<file path="config.mk">
export PLATFORM = sky130hd
export DESIGN_NAME = retain_bus_arbiter
export DESIGN_NICKNAME = d
export VERILOG_FILES = /design/src/rtl/retain_bus_pkg.sv /design/src/rtl/rr_arbiter.sv /design/src/rtl/retain_bus_arbiter.sv
export SDC_FILE = /design/constraint.sdc
export NUM_CORES = 1
export LEC_CHECK = 0
export ABC_AREA = 1
export CAP_MARGIN = 20
export CORE_ASPECT_RATIO = 1.1
export CORE_MARGIN = 4
export CORE_UTILIZATION = 60
export CTS_CLUSTER_DIAMETER = 30
export CTS_CLUSTER_SIZE = 8
export DETAILED_ROUTE_END_ITERATION = 10
export DONT_BUFFER_PORTS = 1
export PLACE_DENSITY_LB_ADDON = 0.15
export REMOVE_ABC_BUFFERS = 1
export SLEW_MARGIN = 20
export SYNTH_ARGS = -nofsm -noshare
export SYNTH_HDL_FRONTEND = slang
export SYNTH_HIERARCHICAL = 1
export SYNTH_SLANG_ARGS = --single-unit
export TNS_END_PERCENT = 5
</file>
<file path="constraint.sdc">
create_clock -name clk -period 7.2 [get_ports clk]
set_clock_uncertainty 0.2 [all_clocks]
set_input_delay 1.8 -clock clk [delete_from_list [all_inputs] [get_ports clk]]
set_output_delay 1.8 -clock clk [all_outputs]
set_load 0.02 [all_outputs]
</file>
<file path="src/rtl/retain_bus_pkg.sv">
// Shared types and helpers for the retaining bus arbiter.
// The bus status state and the default sizing live here.
package retain_bus_pkg;

  typedef enum logic [1:0] {
    DECAYED = 2'd0,
    DRIVE   = 2'd1,
    RETAIN  = 2'd2
  } bus_state_e;

  localparam int DEF_NREQ  = 3;
  localparam int DEF_WIDTH = 8;
  localparam int MAX_NREQ  = 8;

  // Returns the index of the set bit. Zero input maps to index 0.
  function automatic int onehot_to_idx(input logic [MAX_NREQ-1:0] v);
    int r;
    r = 0;
    for (int i = 0; i < MAX_NREQ; i++) begin
      if (v[i]) r = i;
    end
    return r;
  endfunction

endpackage

</file>
<file path="src/rtl/rr_arbiter.sv">
// Combinational round-robin pick with an owner-keep override.
// The search begins at 'start' and wraps modulo NREQ.
module rr_arbiter
  import retain_bus_pkg::*;
#(
  parameter int NREQ = DEF_NREQ,
  parameter int IW   = $clog2(NREQ)
) (
  input  logic [NREQ-1:0] req,
  input  logic [IW-1:0]   start,
  input  logic [IW-1:0]   owner,
  input  logic            hold_keep,
  output logic [NREQ-1:0] win,
  output logic [IW-1:0]   win_idx
);

  logic          found;
  logic [IW-1:0] cand;

  always_comb begin
    win   = '0;
    found = 1'b0;
    cand  = '0;
    if (hold_keep) begin
      win[owner] = 1'b1;
    end else begin
      for (int k = 0; k < NREQ; k++) begin
        cand = IW'((int'(start) + k) % NREQ);
        if (!found && req[cand]) begin
          win[cand] = 1'b1;
          found     = 1'b1;
        end
      end
    end
  end

  assign win_idx = IW'(onehot_to_idx(MAX_NREQ'(win)));

endmodule

</file>
<file path="src/rtl/retain_bus_arbiter.sv">
// Round-robin shared bus that retains its last driven value while idle and
// decays to a fixed value after a configurable number of undriven cycles.
module retain_bus_arbiter
  import retain_bus_pkg::*;
#(
  parameter int              NREQ         = DEF_NREQ,
  parameter int              WIDTH        = DEF_WIDTH,
  parameter int              HOLD_MAX     = 4,
  parameter int              DECAY_CYCLES = 16,
  parameter logic [WIDTH-1:0] DECAY_VALUE = '0
) (
  input  logic                    clk,
  input  logic                    rst,
  input  logic [NREQ-1:0]         req,
  input  logic [NREQ*WIDTH-1:0]   req_data,
  output logic [NREQ-1:0]         grant,
  output logic [$clog2(NREQ)-1:0] owner,
  output logic [WIDTH-1:0]        bus_data,
  output logic                    bus_driven,
  output logic                    bus_retained,
  output logic                    bus_decayed
);

  localparam int IW = $clog2(NREQ);
  localparam int HW = (HOLD_MAX > 1) ? $clog2(HOLD_MAX) : 1;
  localparam int DW = (DECAY_CYCLES > 0) ? $clog2(DECAY_CYCLES + 1) : 1;

  bus_state_e      state;
  logic [IW-1:0]   ptr;
  logic [HW-1:0]   hold_cnt;
  logic [DW-1:0]   decay_cnt;

  logic [NREQ-1:0] own_mask;
  logic            others;
  logic            hold_keep;
  logic            hold_room;
  logic [NREQ-1:0] win;
  logic [IW-1:0]   win_idx;
  logic [IW-1:0]   next_ptr;
  logic [WIDTH-1:0] sel_data;
  logic            decay_due;

  always_comb begin
    own_mask        = '0;
    own_mask[owner] = 1'b1;
  end

  assign others    = |(req & ~own_mask);
  assign hold_room = (int'(hold_cnt) < HOLD_MAX - 1);
  // Keeping only applies to a live grant; RETAIN/DECAYED always arbitrate fresh.
  assign hold_keep = (state == DRIVE) && req[owner] && (hold_room || !others);
  assign decay_due = (DECAY_CYCLES != 0) && (int'(decay_cnt) >= DECAY_CYCLES);

  rr_arbiter #(
    .NREQ (NREQ),
    .IW   (IW)
  ) u_rr (
    .req       (req),
    .start     (ptr),
    .owner     (owner),
    .hold_keep (hold_keep),
    .win       (win),
    .win_idx   (win_idx)
  );

  assign next_ptr = (int'(win_idx) == NREQ - 1) ? '0 : win_idx + IW'(1);

  always_comb begin
    sel_data = '0;
    for (int i = 0; i < NREQ; i++) begin
      if (win[i]) sel_data = req_data[i*WIDTH +: WIDTH];
    end
  end

  always_ff @(posedge clk) begin
    if (rst) begin
      state        <= DECAYED;
      grant        <= '0;
      owner        <= '0;
      bus_data     <= DECAY_VALUE;
      bus_driven   <= 1'b0;
      bus_retained <= 1'b0;
      bus_decayed  <= 1'b1;
      ptr          <= '0;
      hold_cnt     <= '0;
      decay_cnt    <= '0;
    end else if (|req) begin
      // Any request beats a pending decay on the same edge.
      state        <= DRIVE;
      grant        <= win;
      owner        <= win_idx;
      bus_data     <= sel_data;
      bus_driven   <= 1'b1;
      bus_retained <= 1'b0;
      bus_decayed  <= 1'b0;
      ptr          <= next_ptr;
      decay_cnt    <= '0;
      if (hold_keep) begin
        if (hold_room) hold_cnt <= hold_cnt + HW'(1);
      end else begin
        hold_cnt <= '0;
      end
    end else begin
      case (state)
        DRIVE: begin
          state        <= RETAIN;
          grant        <= '0;
          bus_driven   <= 1'b0;
          bus_retained <= 1'b1;
          bus_decayed  <= 1'b0;
          decay_cnt    <= DW'(1);
        end
        RETAIN: begin
          if (decay_due) begin
            state        <= DECAYED;
            bus_data     <= DECAY_VALUE;
            bus_retained <= 1'b0;
            bus_decayed  <= 1'b1;
            decay_cnt    <= '0;
          end else if (decay_cnt != '1) begin
            decay_cnt <= decay_cnt + DW'(1);
          end
        end
        default: begin
          state        <= DECAYED;
          bus_driven   <= 1'b0;
          bus_retained <= 1'b0;
          bus_decayed  <= 1'b1;
        end
      endcase
    end
  end

  a_grant_onehot0 : assert property (@(posedge clk) disable iff (rst) $onehot0(grant));
  a_grant_driven  : assert property (@(posedge clk) disable iff (rst) ((|grant) == bus_driven));
  a_status_onehot : assert property (@(posedge clk) disable iff (rst)
                                     $onehot({bus_driven, bus_retained, bus_decayed}));

endmodule
</file>
# After elaboration in Yosys (flattened, before gate mapping)
# Index checks and enable logic that the tools add are counted.
# classes
addsub,5
n_div,3
n_lt_le_gt_ge,10
n_eq_ne,9
n_mux,52
n_bitwise,4
reduce_logical,22
# op_table
op,count
$mod 32x3->32 const B,2
$mux 8,6
$mod 3x3->32 const B,1
$mux 3,8
$mux 1,19
$lt 2x3->1 const B,4
$mux 2,5
$mux 5,2
$pmux 5 s2,1
$bmux 1 s2,4
$demux 1 s2,4
$ge 2x1->1 const B,4
$logic_and 1x1->1,8
$reduce_bool 2->1,4
$ne 3x3->1 const B,2
$or 3x3->3,2
$reduce_and 2->1,3
$reduce_or 3->1,2
$add 5x1->5 const B,1
$ge 5x5->1 const B,1
$ne 5x5->1 const B,1
$add 2x1->2 const B,2
$eq 2x2->1 const B,2
$ne 2x2->1 const B,2
12 further kinds,15
# totals
ff_bits,27
inputBits,29
out_inout_bits,16
word_cells,116

# Depth between registers and ports, before layout
# logic_depth
ltp_word,23
ltp_mapped,19

# Hierarchy
# The synthesis kept the hierarchy.
# modules_own_cells
mod,instances,cells_each,area_per_inst_um2,seq_area_each_um2
retain_bus_arbiter,1,183,1315.0,520.5
rr_arbiter,1,60,309.0,0.0

# Least setup slack after synthesis
# Ideal clock, no wire load.
# synth_path
path_kind,input port to flip-flop
startpoint,input port req[1]
endpoint,register bus_data[1]
setup_time_ns,0.070
t_arrival_ns,3.279
path_slack_ns,3.651
stages,18
path_buffers,1
path_cell_list,inv_1 -> nor2_1 -> nor2_1 -> nand2_1 -> nand2_1 -> and2_1 -> inv_1 -> o21ai_0 -> inv_1 -> nand3_2 -> nand2_2 -> inv_1 -> buf_2 -> inv_1 -> nand3_1 -> nand2_1 -> o211ai_1 -> a21oi_1
# synth_lines
element,line_no,source
from (decl),retain_bus_arbiter.sv:14,"input logic [NREQ-1:0] req,"
$and 3x3->3,retain_bus_arbiter.sv:48,assign others = |(req & ~own_mask);
$reduce_or 3->1,retain_bus_arbiter.sv:48,
$logic_not 1->1,retain_bus_arbiter.sv:51,assign hold_keep = (state == DRIVE) && req[owner] && (hold_room || !others);
$logic_or 1x1->1,retain_bus_arbiter.sv:51,
$logic_and 1x1->1 *,retain_bus_arbiter.sv:51,
net hold_keep,retain_bus_arbiter.sv:35,logic hold_keep;
$mux 3 *,rr_arbiter.sv:24,if (hold_keep) begin
net win[1],retain_bus_arbiter.sv:37,logic [NREQ-1:0] win;
$mux 8 * (2 in series),retain_bus_arbiter.sv:71,if (win[i]) sel_data = req_data[i*WIDTH +: WIDTH];
$mux 8 *,retain_bus_arbiter.sv:87,end else if (|req) begin
to (signal assigned),retain_bus_arbiter.sv:92,bus_data <= sel_data;
to (decl),retain_bus_arbiter.sv:18,"output logic [WIDTH-1:0] bus_data,"
# Mark *: on every way through the listed nets, which the timed path passes. The rest lies on a longest branch. The select of a mux whose other input is x is not followed.
# A chain may end at the register's enable or synchronous reset.

# Worst setup path in the final report
# layout_path
startpoint,input port req[1]
endpoint,register bus_data[6]
# Same word-level chain as after synthesis.

==> summary.md <==
| Metric | Value |
|---|---|
| Run status | complete, no violations |
| Skew-Pair Late Insertion Delay | about 0.33 ns |
| Std-Cell Rows | 19 |
| Initial Util | 63.8% |
| Ratio of cells with drive above 1 in the final layout | 8.75% |
| Global-route wire length before repair | slightly above 6 mm |
| Buffers inserted by post-CTS timing repair | 0 |
| Hold-fix buffers, CTS | 0 |
| Routed len/inst | 13.1 um |
| Count of input and output buffers | 0 |
| DRC violations left | 0 |
| TNS Setup | 0 ns |
| Final critical delay including setup and external delays | around 3.4 ns |
| Arr. time, crit path | about 3.5 ns |
| Capturing element type of the critical path | register |
| Number of storage elements in the synthesis netlist | 26 |
| Yosys top cell by area | sky130_fd_sc_hd__dfxtp_1 |
| Final Routed Wirelength | roughly 3.5 mm |
| Slew HR | 68.6% |
| Clk sinks | 26 |
| Post-detailed-route via-to-cell ratio | approximately 5.5 |
| Area of the die | about 0.0036 mm2 |
| Setup Viol. Count Final | 0 |
| Number of warnings printed during yosys synthesis | 6 |
| Width of the die | approximately 58 um |
| IR drop worst, VDD | 0.346 mV |
| Most frequent cells in the layout | sky130_fd_sc_hd__nand2_1 (58), sky130_fd_sc_hd__inv_1 (40), sky130_fd_sc_hd__a21oi_1 (29), sky130_fd_sc_hd__dfxtp_1 (26), sky130_fd_sc_hd__nand3_1 (21) |
| Root buf cell | sky130_fd_sc_hd__clkbuf_4 |
| Leftover overflow at the end of global routing | 0 |
| Final hold vios | 0 |
| Place WS | between 3 and 4 ns |
| Total track usage | a little over a fifth |
| Leading cell type in the layout, fill and taps excluded | sky130_fd_sc_hd__nand2_1 |
| # diodes | 0 |
| I/O pin cnt | between 40 and 50 |
| Power, Total | slightly below 0.7 mW |
| Final-stage net count | about 280 |
| Area growth from synthesis to layout | 2.31% |
| Detailed Place HPWL | about 2.7 mm |
| Clock-pin transition on the worst setup and hold timing paths | about 0.14 ns |
| Standard cell area after detailed placement | 0.00163 mm2 |
| Kind of start point of the critical path | input pin |
| Top post-synthesis cells by area | sky130_fd_sc_hd__dfxtp_1 (32%), sky130_fd_sc_hd__nand2_1 (13%), sky130_fd_sc_hd__inv_1 (9.2%) |
| Core Footprint | 0.00254 mm2 |
| Tightest Hold Check Type | register to register |
| Worst Path Required | ~7.3 ns |
| Highest net fanout along the worst path | 10 |
| Post-cts sizing count | 0 |
| Antenna Violating Nets Remaining | 0 |
| Post-synthesis average cell area | ~6.7 um2 |
| Vertical extent of the die | 62.6 um |
| Synth cell types | 26 |
| Final cycle utilization of the critical path | between 40 and 50% |
| Final number of max-transition violations | 0 |
| Pin slew with the least headroom to its limit | 0.471 ns |
| Total CTS buffers | 3 |
| Number of buffers on the longest clock path | 2 |
| Clock tree from TritonCTS | built |
| Leakage | around 0.76 nW |
| Cell area after layout | ~0.0017 mm2 |
| H-Tree Level Count | 1 |
| RSZ-0062 raised after global routing | false |
| Minimum setup slack in the final design | 3.81 ns |
| Area of the multi-input gates | about 900 um2 |
| DR vias | roughly 1500 |
| Fraction of the yosys area taken by sequential cells | roughly 32% |
| Number of DRC markers in iteration 0 | 97 |
| Total power divided by cell area | ~410 mW/mm2 |
| Filler Cell Count | 256 |
| Peak clock frequency supported by timing | between 200 and 300 MHz |
| Total area of sequential cells | between 500 and 600 um2 |
| Largest net degree at the start of global routing | 23 |
| Maximum Capacitance Violations | 0 |
| Critical setup path kind | input pin to register |
| Antenna violations before repair | 0 |
| Gate count after technology mapping | between 200 and 250 |
| Detailed-routing iteration count for the pre-antenna-repair pass | 4 |
| Fraction of synthesized cell area taken by the top area cell type | between 30% and 40% |
| Routability Congestion | slightly below 0.9 |
| Vias in the first global route | around 1400 |
| Combined area of all synthesized cells | 0.00162 mm2 |
## per-layer routing
layer	up-vias	wire, um	GRT usage (%)
met5	-	0	0
met4	0	69	7.54
met3	7	242	4.75
met2	42	1730	35.0
met1	669	1490	25.7
li1	778	-	-
## sequential cells by signal, indices dropped and copies added (netlist names)
signal        flops
bus_data          8
bus_decayed       1
bus_driven        1
bus_retained      1
decay_cnt         5
grant             3
hold_cnt          2
owner             2
ptr               2
state             1
## cells by family after synthesis
kind of cell               share of synthesized area [%]
and+or+nand+nor                                     30.6
adders and majority gates                           6.93
AOI/OAI and AO/OA                                   17.6
xor gates and xnor gates                           0.539
buffers and inverters                               12.2
DFF                                                 32.0
## final timing paths
check                    start           to  slack (ns)  cells after the start
hold / removal        state[0]     state[0]        0.30                      2
setup / recovery        req[1]  bus_data[6]        3.81                     17
setup reg to reg  bus_retained  bus_data[6]        4.52                     18
hold reg to reg       state[0]     state[0]        0.30                      2
## cell type report
cell class                 instances  area share (%)
clock buffer                       4            2.18
tap                               31            2.33
inverter                          43            9.71
sequential                        26            31.3
multi-input combinational        167            54.4
## cells in the mapped netlist, drive strengths merged
library cell / number
a211oi: 1
a21oi: 31
a32oi: 1
and2: 1
and3: 1
buf: 5
clkbuf: 2
dfxtp: 26
ha: 9
inv: 43
nand2: 61
nand3: 25
nand4: 4
nor2: 14
nor3: 2
o211ai: 9
o21ai: 7
xor2: 1
## metrics by stage
step	hold slack, ns	instances	utilization, %
after global placement	0.271	267	63.9
after global routing	0.329	271	65.3
final	0.297	271	65.3
after CTS	0.296	271	65.3
after detailed placement	0.277	267	63.9
after floorplan	0.255	236	-
## power by group
group | switching [mW] | internal, mW
logic | 0.220 | 0.124
clock network | 0.0435 | 0.0310
registers | 0.0718 | 0.184
total | 0.335 | 0.340
## worst max-delay path: stages
cell                       delay, ns
sky130_fd_sc_hd__inv_1          0.03
sky130_fd_sc_hd__nor2_1         0.08
sky130_fd_sc_hd__nor2_1         0.05
sky130_fd_sc_hd__nand2_1        0.06
sky130_fd_sc_hd__nand2_1        0.08
sky130_fd_sc_hd__and2_1         0.18
sky130_fd_sc_hd__inv_1          0.10
sky130_fd_sc_hd__o21ai_0        0.09
sky130_fd_sc_hd__inv_1          0.07
sky130_fd_sc_hd__nand3_2        0.07
sky130_fd_sc_hd__nand2_2        0.08
sky130_fd_sc_hd__inv_1          0.14
sky130_fd_sc_hd__inv_1          0.22
sky130_fd_sc_hd__nand3_1        0.10
sky130_fd_sc_hd__nand2_1        0.08
sky130_fd_sc_hd__o211ai_1       0.08
sky130_fd_sc_hd__a21oi_1        0.14
Note: power is estimated with default switching activity, not from simulation.
